<file path="src/rtl/quad_pkg.sv">
// Shared definitions for the quadrature decoder: FSM states, Gray-code phase
// constants and the phase-sequence lookup used by the step decoder.
package quad_pkg;

   typedef enum logic {
      ST_INIT = 1'b0,
      ST_RUN  = 1'b1
   } quad_state_e;

   // Phases are written {a, b}; the up sequence is 00 -> 10 -> 11 -> 01 -> 00.
   localparam logic [1:0] PH_00 = 2'b00;
   localparam logic [1:0] PH_10 = 2'b10;
   localparam logic [1:0] PH_11 = 2'b11;
   localparam logic [1:0] PH_01 = 2'b01;

   function automatic logic [1:0] phase_next(input logic [1:0] ph, input logic up);
      logic [1:0] nxt;
      case (ph)
         PH_00:   nxt = up ? PH_10 : PH_01;
         PH_10:   nxt = up ? PH_11 : PH_00;
         PH_11:   nxt = up ? PH_01 : PH_10;
         default: nxt = up ? PH_00 : PH_11;
      endcase
      return nxt;
   endfunction

endpackage

</file>
<file path="src/rtl/quad_sync_filter.sv">
// One encoder pin: a SYNC_STAGES-deep synchronizer followed by a level filter
// that accepts a new level only after FILTER_LEN consecutive differing cycles.
module quad_sync_filter #(
   parameter int SYNC_STAGES = 2,
   parameter int FILTER_LEN  = 3
) (
   input  logic clk,
   input  logic reset,
   input  logic i_pin,
   input  logic i_load,
   output logic o_sync,
   output logic o_filt
);

   logic [SYNC_STAGES-1:0] r_sync;
   logic                   r_filt;
   logic [3:0]             r_cnt;
   logic                   w_sync;

   assign w_sync = r_sync[SYNC_STAGES-1];

   always_ff @(posedge clk or negedge reset) begin
      if (!reset) begin
         r_sync <= '0;
      end else begin
         r_sync <= {r_sync[SYNC_STAGES-2:0], i_pin};
      end
   end

   // i_load seeds the filter straight from the synchronizer at start-up.
   always_ff @(posedge clk or negedge reset) begin
      if (!reset) begin
         r_filt <= 1'b0;
         r_cnt  <= '0;
      end else if (i_load) begin
         r_filt <= w_sync;
         r_cnt  <= '0;
      end else if (w_sync != r_filt) begin
         if (r_cnt == 4'(FILTER_LEN - 1)) begin
            r_filt <= w_sync;
            r_cnt  <= '0;
         end else begin
            r_cnt <= r_cnt + 4'd1;
         end
      end else begin
         r_cnt <= '0;
      end
   end

   assign o_sync = w_sync;
   assign o_filt = r_filt;

endmodule

</file>
<file path="src/rtl/quad_decoder.sv">
// x4 quadrature decoder: filtered A/B phases drive a wrapping up/down position
// counter with a one-cycle step pulse, last direction and sticky error flag.
module quad_decoder #(
   parameter int WIDTH       = 16,
   parameter int SYNC_STAGES = 2,
   parameter int FILTER_LEN  = 3
) (
   input  logic             clk,
   input  logic             reset,
   input  logic             quad_a,
   input  logic             quad_b,
   input  logic             clr,
   output logic [WIDTH-1:0] count,
   output logic             dir,
   output logic             step,
   output logic             err
);

   import quad_pkg::*;

   quad_state_e      r_state;
   quad_state_e      w_state_nxt;
   logic             w_load;
   logic [2:0]       r_init_cnt;
   logic             w_init_done;
   logic             w_sync_a, w_sync_b;
   logic             w_filt_a, w_filt_b;
   logic [1:0]       w_cur;
   logic [1:0]       r_prev;
   logic             w_up, w_down, w_illegal;
   logic [WIDTH-1:0] r_count;
   logic             r_dir, r_step, r_err;

   quad_sync_filter #(.SYNC_STAGES(SYNC_STAGES), .FILTER_LEN(FILTER_LEN)) u_filt_a (
      .clk(clk), .reset(reset), .i_pin(quad_a), .i_load(w_load),
      .o_sync(w_sync_a), .o_filt(w_filt_a)
   );

   quad_sync_filter #(.SYNC_STAGES(SYNC_STAGES), .FILTER_LEN(FILTER_LEN)) u_filt_b (
      .clk(clk), .reset(reset), .i_pin(quad_b), .i_load(w_load),
      .o_sync(w_sync_b), .o_filt(w_filt_b)
   );

   // Start-up waits for the synchronizers to hold real pin levels before seeding.
   assign w_init_done = (r_init_cnt == 3'(SYNC_STAGES));

   always_ff @(posedge clk or negedge reset) begin
      if (!reset) begin
         r_state    <= ST_INIT;
         r_init_cnt <= '0;
      end else begin
         r_state <= w_state_nxt;
         if (r_state == ST_INIT && !w_init_done) begin
            r_init_cnt <= r_init_cnt + 3'd1;
         end
      end
   end

   always_comb begin
      w_state_nxt = r_state;
      w_load      = 1'b0;
      case (r_state)
         ST_INIT: begin
            if (w_init_done) begin
               w_load      = 1'b1;
               w_state_nxt = ST_RUN;
            end
         end
         default: w_state_nxt = ST_RUN;
      endcase
   end

   assign w_cur     = {w_filt_a, w_filt_b};
   assign w_up      = (w_cur == phase_next(r_prev, 1'b1));
   assign w_down    = (w_cur == phase_next(r_prev, 1'b0));
   assign w_illegal = (w_cur == ~r_prev);

   // Clear overrides count and err, but step/dir still report the decoded step.
   always_ff @(posedge clk or negedge reset) begin
      if (!reset) begin
         r_prev  <= PH_00;
         r_count <= '0;
         r_dir   <= 1'b0;
         r_step  <= 1'b0;
         r_err   <= 1'b0;
      end else begin
         r_step <= 1'b0;
         if (w_load) begin
            r_prev <= {w_sync_a, w_sync_b};
         end else if (r_state == ST_RUN) begin
            r_prev <= w_cur;
            if (w_up) begin
               r_count <= r_count + 1'b1;
               r_dir   <= 1'b1;
               r_step  <= 1'b1;
            end else if (w_down) begin
               r_count <= r_count - 1'b1;
               r_dir   <= 1'b0;
               r_step  <= 1'b1;
            end else if (w_illegal) begin
               r_err <= 1'b1;
            end
            if (clr) begin
               r_count <= '0;
               r_err   <= 1'b0;
            end
         end
      end
   end

   assign count = r_count;
   assign dir   = r_dir;
   assign step  = r_step;
   assign err   = r_err;

endmodule

</file>
<file path="config.mk">
export PLATFORM = sky130hd
export DESIGN_NAME = quad_decoder
export DESIGN_NICKNAME = d
export VERILOG_FILES = /design/src/rtl/quad_pkg.sv /design/src/rtl/quad_sync_filter.sv /design/src/rtl/quad_decoder.sv
export SDC_FILE = /design/constraint.sdc
export NUM_CORES = 1
export LEC_CHECK = 0
export CORE_MARGIN = 2
export CORE_UTILIZATION = 57
export DETAILED_ROUTE_END_ITERATION = 12
export PLACE_DENSITY_LB_ADDON = 0.2
export SYNTH_ARGS = -nofsm -noshare
export SYNTH_HDL_FRONTEND = slang
export SYNTH_HIERARCHICAL = 1
export SYNTH_SLANG_ARGS = --single-unit
</file>
<file path="constraint.sdc">
create_clock -name clk -period 3.46 [get_ports clk]
set_clock_uncertainty 0.2 [all_clocks]
set_input_delay 0.692 -clock clk [delete_from_list [all_inputs] [get_ports clk]]
set_output_delay 0.692 -clock clk [all_outputs]
set_load 0.05 [all_outputs]
</file>
Word level (Yosys, flattened, before mapping)
Index checks and enable logic that the tools add are counted.
Widths: inputs -> output; s select.
- flip-flop bits (word level): 39
- input bits: 5
- logic and storage cells: 81
- add/subtract/negate cells: 5
- equality and inequality tests: 12
- muxes and demuxes: 32
- bitwise logic cells: 3
- reductions and logical operators: 16
- operators with widths (kind ; count):
    $mux 16 ; 3
    $mux 4 ; 6
    $mux 1 ; 19
    $add 16x1->16 const B ; 1
    $sub 16x1->16 const B ; 1
    $reduce_bool 2->1 ; 7
    $pmux 2 s3 ; 2
    $add 4x1->4 const B ; 2
    $eq 4x2->1 const B ; 2
    $eq 2x2->1 ; 3
    $reduce_and 3->1 ; 2
    $reduce_and 5->1 ; 1
    $eq 2x2->1 const B ; 2
    $mux 2 ; 2
    $ne 2x2->1 const B ; 2
    $reduce_and 2->1 ; 2
    $add 3x1->3 const B ; 1
    $eq 3x2->1 const B ; 1
    $reduce_bool 3->1 ; 1
    $logic_not 2->1 ; 1
    $ne 1x1->1 ; 2
    $not 1->1 ; 2
    $not 2->2 ; 1
    $logic_and 1x1->1 ; 1
    $logic_not 1->1 ; 1

Longest topological paths before layout
Gate-level depths: netlist of run 1.
- word-level depth: 7
- depth in mapped cells: 11
- gate-level depth less buffers: 10

Cells and area by module
Netlist of run 1, hierarchy kept.
- modules (own cells, without submodules) (module ; times used ; cells an instance ; area each (um^2) ; sequential area each (um^2)):
    quad_decoder ; 1 ; 203 ; 1814.2 ; 625.6
    quad_sync_filter ; 2 ; 22 ; 279.0 ; 175.2

Worst setup path before layout of run 1
No wires, ideal clock.
- path kind: flip-flop to flip-flop
- from: reg u_filt_b.r_filt (netlist: u_filt_b/o_filt)
- to: reg r_count[15] (netlist: count[15])
- setup time: 87 ps
- arrival time: 2637 ps
- path slack: 536 ps
- cell stages (with the launch flop): 12
- path buffers: 1
- clock period less this slack: 2924 ps
- path through: dfrtp_1 xor2_1 nor2_1 inv_1 ha_1 buf_2 and4_1 and4bb_1 o21ai_1 and4_1 or4_1 o211ai_1
- cells in the longest elaborated chain, start to end: 3
- elaborated cells between the ends (all ways): 6
- classes of those cells: eq/ne (2); mux (2); reduce/logical (2)
- ends and longest elaborated chain (what ; RTL line ; RTL):
    from (decl) ; quad_sync_filter.sv:16 ; logic r_filt;
    from (signal assigned) ; quad_sync_filter.sv:36 ; r_filt <= w_sync;
    from (signal assigned) ; quad_sync_filter.sv:40 ; r_filt <= w_sync;
    $eq 2x2->1, on equally long branches ; quad_decoder.sv:74, quad_decoder.sv:75 ;
    $reduce_bool 3->1 (no source line) or $mux 16 (tied branches) ; n/a ;
    $reduce_and 3->1 (no source line) or $mux 16 (tied branches) ; n/a ;
    to (signal assigned) ; quad_decoder.sv:93 ; r_count <= r_count + 1'b1;
    to (signal assigned) ; quad_decoder.sv:97 ; r_count <= r_count - 1'b1;
    to (decl) ; quad_decoder.sv:31 ; logic [WIDTH-1:0] r_count;
Several ways; a longest one is shown, not always the timed one.
A chain may end at the register's enable or synchronous reset.

Final worst setup path of run 1
- from: reg u_filt_a.r_filt (netlist: u_filt_a/o_filt)
- to: reg r_count[15] (netlist: count[15])
- cells in the longest elaborated chain, start to end: 3
- elaborated cells between the ends (all ways): 6
- classes of those cells: eq/ne (2); mux (2); reduce/logical (2)
- ends and longest elaborated chain (what ; RTL line):
    from (decl) ; quad_sync_filter.sv:16
    from (signal assigned) ; quad_sync_filter.sv:36
    from (signal assigned) ; quad_sync_filter.sv:40
    $eq 2x2->1, on equally long branches ; quad_decoder.sv:74, quad_decoder.sv:75
    $reduce_bool 3->1 (no source line) or $mux 16 (tied branches) ; n/a
    $reduce_and 3->1 (no source line) or $mux 16 (tied branches) ; n/a
Several ways; a longest one is shown, not always the timed one.

==> results of run 1 <==
[registers in the layout, indices dropped and copies added, names as in the netlist]
name,count
count,16
dir,1
err,1
r_init_cnt,3
r_prev,2
r_state,1
step,1
u_filt_a/o_filt,1
u_filt_a/r_cnt,4
u_filt_a/r_sync,2
u_filt_b/o_filt,1
u_filt_b/r_cnt,4
u_filt_b/r_sync,2
[repair_timing]
item                                   CTS  global route
resized for setup                        0             2
buffers inserted                         0             3
endpoints found under the hold margin    0             0
setup endpoints to repair                0             3
[critical path, delay by kind of cell, from the launching register on]
kind / cells / cell delay [ns]
adder cells (fa/ha/maj): 1 / 0.37
buffers and inverters: 3 / 0.47
flip-flops: 1 / 0.45
AND/OR/NAND/NOR: 5 / 1.28
XOR/XNOR: 1 / 0.16
AO/OA/AOI/OAI: 2 / 0.24
[metrics by stage]
stage | utilization (%) | hold slack (ns)
floorplan | - | 0.131
global placement | 65.8 | 0.132
detailed placement | 65.8 | 0.136
CTS | 68.3 | 0.154
global route | 69.3 | 0.166
finish | 69.3 | 0.151
[worst paths after layout]
path	to	slack [ns]	depth (start not counted)
hold reg to reg	u_filt_b/r_sync[1]$_DFF_PN0_	0.15	0
max in group asynchronous	count[5]$_DFFE_PN0P_	2.23	1
hold / removal	u_filt_b/r_sync[1]$_DFF_PN0_	0.15	0
min in group asynchronous	count[10]$_DFFE_PN0P_	0.30	1
setup reg to reg	count[15]$_DFFE_PN0P_	0.21	12
setup / recovery	count[15]$_DFFE_PN0P_	0.21	12
[final cells by class]
type	count	area, µm²
inverter	10	41.3
sequential	39	976
tap	50	62.6
timing repair buffer	27	268
fill	323	1230
multi-input combinational	190	1330
clock buffer	6	82.6
clock inverter	2	16.3
[placed cells by master (no fill, tap or decap), types with 2 or more instances in the layout]
cell type	instances
sky130_fd_sc_hd__a211o_1	2
sky130_fd_sc_hd__a21o_1	3
sky130_fd_sc_hd__a21oi_1	17
sky130_fd_sc_hd__a22o_1	3
sky130_fd_sc_hd__a31oi_1	2
sky130_fd_sc_hd__and4_1	3
sky130_fd_sc_hd__buf_4	3
sky130_fd_sc_hd__clkbuf_8	6
sky130_fd_sc_hd__clkdlybuf4s50_1	22
sky130_fd_sc_hd__clkinvlp_4	2
sky130_fd_sc_hd__dfrtp_1	39
sky130_fd_sc_hd__ha_1	22
sky130_fd_sc_hd__inv_1	9
sky130_fd_sc_hd__mux2_2	3
sky130_fd_sc_hd__mux2i_1	2
sky130_fd_sc_hd__nand2_1	26
sky130_fd_sc_hd__nand3_1	6
sky130_fd_sc_hd__nand4_1	3
sky130_fd_sc_hd__nor2_1	18
sky130_fd_sc_hd__nor2b_1	4
sky130_fd_sc_hd__nor3_1	3
sky130_fd_sc_hd__o211ai_1	3
sky130_fd_sc_hd__o21a_1	3
sky130_fd_sc_hd__o21ai_0	21
sky130_fd_sc_hd__o21ai_1	2
sky130_fd_sc_hd__o31ai_1	3
sky130_fd_sc_hd__xnor2_1	15
sky130_fd_sc_hd__xor2_1	8
[logic make-up after synthesis]
group,count (synthesis),synth area share (%)
simple gates,70,13.9
fa+ha+maj,23,12.4
mux,5,2.27
buf+inv,18,3.11
xor+xnor,24,9.18
compound gates,68,18.0
flops,39,41.1
[per-layer routing]
layer / vias to the layer above / global-route usage, %
met5: - / 0
met4: 0 / 6.00
met3: 5 / 3.90
met2: 54 / 37.0
met1: 884 / 33.3
li1: 921 / -
==> metrics.log, run 1 <==
[metrics] result of the run: complete, no violations
[metrics] transition at the pin with the smallest max-transition slack: between 0.8 and 0.9 ns
[metrics] final antenna diode count: 0
[metrics] type of origin of the critical path: flop
[metrics] Async S/R FF share, synth: 100%
[metrics] number of enable flip-flop cells after synthesis: 0
[metrics] CTS buffer count: 5
[metrics] maximum fanout encountered on the critical timing path: 9
[metrics] GRT Total Usage: between 20% and 30%
[metrics] final worst slack: roughly 0.21 ns
[metrics] combined area of all synthesized cells: ~2400 µm²
[metrics] starting density of the core: between 50% and 60%
[metrics] I/O Pins: 24
[metrics] critical path endpoint category: flop
[metrics] final worst path period share: roughly 94%
[metrics] CTS tree: built
[metrics] share of layout cells above drive strength 1: under 10%
[metrics] number of DRC markers after the initial detailed-route iteration: 98
[metrics] clock latency at the later pin of the worst-skew pair: 0.30 ns
[metrics] global-route wire length before repair: 8170 µm
[metrics] area of all placed cells without fillers: 2770 µm²
[metrics] Synth area leader: sky130_fd_sc_hd__dfrtp_1
[metrics] count of endpoints failing setup in the final report: 0
[metrics] final HPWL from detailed placement: 3430 µm
[metrics] Setup TNS: 0 ns
[metrics] Core Area: between 4000 and 5000 µm²
[metrics] sequential-to-total area share from yosys stat: 41.1%
[metrics] via-per-instance ratio: 5.75
[metrics] placement-stage worst setup slack: 0.161 ns
[metrics] placed cell count: 313
[metrics] timing startpoint of the critical path: u_filt_a/o_filt$_DFFE_PN0P_
[metrics] hold buffer count at cts: 0
[metrics] Final Net Count: between 300 and 400
[metrics] sink count of the clock tree: 39
[metrics] final hold vios: 0
[metrics] most repeated cell in the gate-level netlist after synthesis: sky130_fd_sc_hd__dfrtp_1
[metrics] number of iterations in the first detailed-routing pass: 4
[metrics] post-layout minimum cycle time: around 3.2 ns
[metrics] cell chosen for the clock root: sky130_fd_sc_hd__clkbuf_8
[metrics] antenna violations before repair: 0
[metrics] path category of the worst min-delay check: reg -> reg
[metrics] placed cell area: roughly 2600 µm²
[metrics] final routed DRC violation total: 0
[metrics] Avg WL per Cell: approximately 15 µm
[metrics] worst path cell trace: xnor2_1 > nor2_2 > clkinvlp_4 > buf_4 > buf_12 > ha_1 > nand2_1 > nor3_1 > o21ai_0 > and4_1 > or4_1 > o211ai_1
[metrics] maximum buffer depth of the clock tree: 2
[metrics] via count: ~1900
[metrics] most common library cells after synthesis: 39 x sky130_fd_sc_hd__dfrtp_1, 26 x sky130_fd_sc_hd__nand2_1, 22 x sky130_fd_sc_hd__ha_1, 21 x sky130_fd_sc_hd__o21ai_0, 19 x sky130_fd_sc_hd__nor2_1
[metrics] RSZ-0062 raised after global routing: false
[metrics] vias in the first global route: 1716
[metrics] WL met1: about 2400 µm
[metrics] Crit path required time: 3.47 ns
[metrics] post-synthesis register bit count: 39
[metrics] largest net degree at the start of global routing: 40
[metrics] net count after synthesis: about 280
[metrics] overflow left after global routing: 0
[metrics] Reg clk slew, reported paths: around 0.080 ns
[metrics] total wire length after detailed routing: 4900 µm
[metrics] DR top layer: met4
[metrics] Synth area leaders: sky130_fd_sc_hd__dfrtp_1 41%, sky130_fd_sc_hd__ha_1 12%, sky130_fd_sc_hd__xnor2_1 5.5%, sky130_fd_sc_hd__o21ai_0 4.4%, sky130_fd_sc_hd__nand2_1 4.1%
[metrics] count of warnings emitted by yosys: 6
[metrics] max-capacitance violation count: 0
[metrics] Total Die Area: 4690 µm²
[metrics] fin cells: 324
[metrics] die width: about 69 µm
[metrics] Crit Path Category: reg -> reg
[metrics] Max Fclk: between 300 and 400 MHz
[metrics] CTS H-tree lvls: 2
[metrics] top cell type's share of synthesized area: about two fifths
[metrics] Top FF cell, synth: sky130_fd_sc_hd__dfrtp_1
[metrics] weighted congestion reported at the end of routability-driven placement: around 0.9
[metrics] launch point of the worst reg-to-reg path: u_filt_a/o_filt$_DFFE_PN0P_
[metrics] Post-DRT Antenna Nets: 0
[metrics] Port Buffer Count: 23
[metrics] launch instance of the worst min-delay path: u_filt_b/r_sync[0]$_DFF_PN0_
[metrics] Worst EP arrival: between 3 and 4 ns
[metrics] worst-path cell with the longest stage delay: sky130_fd_sc_hd__or4_1
[metrics] mean instance size in the synthesized netlist: between 9 and 10 µm²
[metrics] area grow syn2layout: 16.8%
[metrics] number of rows in the core area: 23
[metrics] Final Slew Violations: 0
[metrics] height of the chip: 68.5 µm
[metrics] worst stage delay on the critical path: about 0.46 ns
[metrics] total met2 wirelength after detailed routing: 2230 µm
[metrics] headroom to the max-slew limit: 43.4%
[metrics] post-synthesis cell type count: 43
[metrics] cell count after synthesis: between 200 and 250
[metrics] wire length on met3: 206 µm
Power of run 1 is not shown: default switching activity piles up to over one toggle a cycle in this logic, so the estimate is an artifact.
==> inputs of run 2 (changes only) <==
GPL_TIMING_DRIVEN = 0   (was unset)
==> metrics.log, run 2 (synthesis gave the netlist of run 1 again) <==
[metrics] result of the run: complete, no violations (unchanged)
[metrics] clock latency at the later pin of the worst-skew pair: 0.30 ns (about the same)
[metrics] launch instance of the worst min-delay path: u_filt_a/r_sync[0]$_DFF_PN0_ (was u_filt_b/r_sync[0]$_DFF_PN0_)
[metrics] top library cells by usage in the layout, fill and taps aside: 39 x sky130_fd_sc_hd__dfrtp_1, 26 x sky130_fd_sc_hd__nand2_1, 22 x sky130_fd_sc_hd__ha_1, 22 x sky130_fd_sc_hd__clkdlybuf4s50_1, 20 x sky130_fd_sc_hd__o21ai_0 (was 39 x sky130_fd_sc_hd__dfrtp_1, 26 x sky130_fd_sc_hd__nand2_1, 22 x sky130_fd_sc_hd__ha_1, 22 x sky130_fd_sc_hd__clkdlybuf4s50_1, 21 x sky130_fd_sc_hd__o21ai_0)
[metrics] CTS H-tree lvls: 2 (unchanged)
[metrics] CTS tree: built (unchanged)
[metrics] final worst path period share: 95.4% (was 93.8%)
[metrics] I/O Pins: 24 (unchanged)
[metrics] share of layout cells above drive strength 1: 9.61% (was 8.39%)
[metrics] die width: 68.5 µm (unchanged)
[metrics] via-per-instance ratio: 5.69 (was 5.75)
[metrics] number of rows in the core area: 23 (unchanged)
[metrics] # fillers: 332 (was 323)
[metrics] count of endpoints failing setup in the final report: 0 (unchanged)
[metrics] largest delay contributor family on the critical path: simple AND/OR/NAND/NOR gates (unchanged)
[metrics] final hold vios: 0 (unchanged)
[metrics] Reg clk slew, reported paths: 0.08 ns (about the same)
[metrics] type of origin of the critical path: flop (unchanged)
[metrics] Top cell by count, worst path: sky130_fd_sc_hd__and4_1
[metrics] Final Slew Violations: 0 (unchanged)
[metrics] leading cell type in the layout, fill and taps excluded: sky130_fd_sc_hd__dfrtp_1 (unchanged)
[metrics] path category of the worst min-delay check: reg -> reg (unchanged)
[metrics] Avg WL per Cell: 14.9 µm (was 15.1 µm)
[metrics] hold buffer count at cts: 0 (unchanged)
[metrics] via count: 1885 (was 1864)
[metrics] Worst EP arrival: 3.32 ns (was 3.26 ns)
[metrics] RSZ-0062 raised after global routing: false (unchanged)
[metrics] max-capacitance violation count: 0 (unchanged)
[metrics] weighted congestion reported at the end of routability-driven placement: 0.885 (was 0.902)
[metrics] Total Die Area: 4690 µm² (unchanged)
[metrics] Crit path required time: 3.48 ns (was 3.47 ns)
[metrics] number of iterations in the first detailed-routing pass: 4 (unchanged)
[metrics] final routed DRC violation total: 0 (unchanged)
[metrics] worst path cell trace: xnor2_1 > nor2_2 > clkinvlp_4 > buf_4 > ha_1 > buf_2 > and4_1 > and4bb_1 > o21ai_1 > and4_1 > or4_1 > o211ai_1 (was xnor2_1 > nor2_2 > clkinvlp_4 > buf_4 > buf_12 > ha_1 > nand2_1 > nor3_1 > o21ai_0 > and4_1 > or4_1 > o211ai_1)
[metrics] largest net degree at the start of global routing: 40 (unchanged)
[metrics] headroom to the max-slew limit: 43.5% (was 43.4%)
[metrics] flip-flop count of the largest register after layout: 16 (unchanged)
[metrics] maximum fanout encountered on the critical timing path: 9 (unchanged)
[metrics] starting density of the core: 59.3% (unchanged)
[metrics] final worst slack: 0.161 ns (was 0.214 ns)
[metrics] Post-DRT Antenna Nets: 0 (unchanged)
[metrics] GRT Total Usage: 24.2% (was 23.4%)
[metrics] Max Fclk: 303 MHz (was 308 MHz)
[metrics] global-route wire length before repair: 8270 µm (was 8170 µm)
[metrics] maximum buffer depth of the clock tree: 2 (unchanged)
[metrics] CTS buffer count: 5 (unchanged)
[metrics] vias in the first global route: 1804 (was 1716)
[metrics] overflow left after global routing: 0 (unchanged)
[metrics] antenna violations before repair: 0 (unchanged)
[metrics] Setup TNS: 0 ns (unchanged)
[metrics] worst-path cell with the longest stage delay: sky130_fd_sc_hd__or4_1 (unchanged)
[metrics] cell chosen for the clock root: sky130_fd_sc_hd__clkbuf_8 (unchanged)
[metrics] worst stage delay on the critical path: 0.46 ns (about the same)
[metrics] critical path endpoint category: flop (unchanged)
[metrics] Port Buffer Count: 23 (unchanged)
[metrics] height of the chip: 68.5 µm (unchanged)
[metrics] area grow syn2layout: 18.5% (was 16.8%)
[metrics] post-layout minimum cycle time: 3.30 ns (was 3.25 ns)
[metrics] Crit Path Category: reg -> reg (unchanged)
[metrics] Final Net Count: 308 (was 301)
[metrics] sink count of the clock tree: 39 (unchanged)
[metrics] final antenna diode count: 0 (unchanged)
[metrics] number of DRC markers after the initial detailed-route iteration: 120 (was 98)
[metrics] buffer and inverter count on the worst path: 3 (unchanged)
[metrics] final HPWL from detailed placement: 3490 µm (was 3430 µm)
[metrics] timing startpoint of the critical path: u_filt_a/o_filt$_DFFE_PN0P_ (unchanged)
[metrics] transition at the pin with the smallest max-transition slack: 0.848 ns (was 0.850 ns)
[metrics] total wire length after detailed routing: 4920 µm (was 4900 µm)
[metrics] Core Area: 4000 µm² (unchanged)
[metrics] launch point of the worst reg-to-reg path: u_filt_a/o_filt$_DFFE_PN0P_ (unchanged)
[metrics] placement-stage worst setup slack: 0.00201 ns (was 0.161 ns)
[metrics] share of the core filled with cells in the final layout: 70.3% (was 69.3%)
## run 2: layer usage
layer	up-vias	track usage, %	wire length (µm)
met1	884	32.7	2330
met2	51	37.3	2240
li1	937	-	-
met4	0	11.0	104
met5	-	0	0
met3	13	4.87	245
## run 2: path summary, 6_finish.rpt
| path | end | slack [ns] | depth (start not counted) |
|---|---|---|---|
| worst min-delay path | u_filt_a/r_sync[1]$_DFF_PN0_ | 0.15 | 0 |
| min in group asynchronous | u_filt_a/r_cnt[0]$_DFF_PN0_ | 0.29 | 1 |
| max in group asynchronous | count[5]$_DFFE_PN0P_ | 2.23 | 1 |
| worst max register to register | count[15]$_DFFE_PN0P_ | 0.16 | 12 |
| worst min register to register | u_filt_a/r_sync[1]$_DFF_PN0_ | 0.15 | 0 |
| worst max-delay path | count[15]$_DFFE_PN0P_ | 0.16 | 12 |
## run 2: what timing repair did
item                                   4_1_cts  5_1_grt
buffers inserted                             3        0
setup endpoints to repair                    1        3
gates resized for setup                      1        2
endpoints found under the hold margin        0        0
## run 2: per-stage QoR
step                hold slack [ns]  instance area, µm²  instances
floorplan                     0.131                2370        247
CTS                           0.158                2810        331
global placement              0.135                2670        320
global route                  0.161                2810        331
finish                        0.154                2810        331
detailed placement            0.139                2660        320
## run 2: area by class of cell
type | count | area [µm²] | area share (%)
buffer | 8 | 36.3 | 1.29
clock buffer | 6 | 82.6 | 2.94
clock inverter | 2 | 38.8 | 1.38
inverter | 10 | 41.3 | 1.47
multi-input combinational | 190 | 1330 | 47.2
sequential | 39 | 976 | 34.7
tap | 50 | 62.6 | 2.23
timing repair buffer | 26 | 248 | 8.82
Power of run 2 is left out for the same reason.
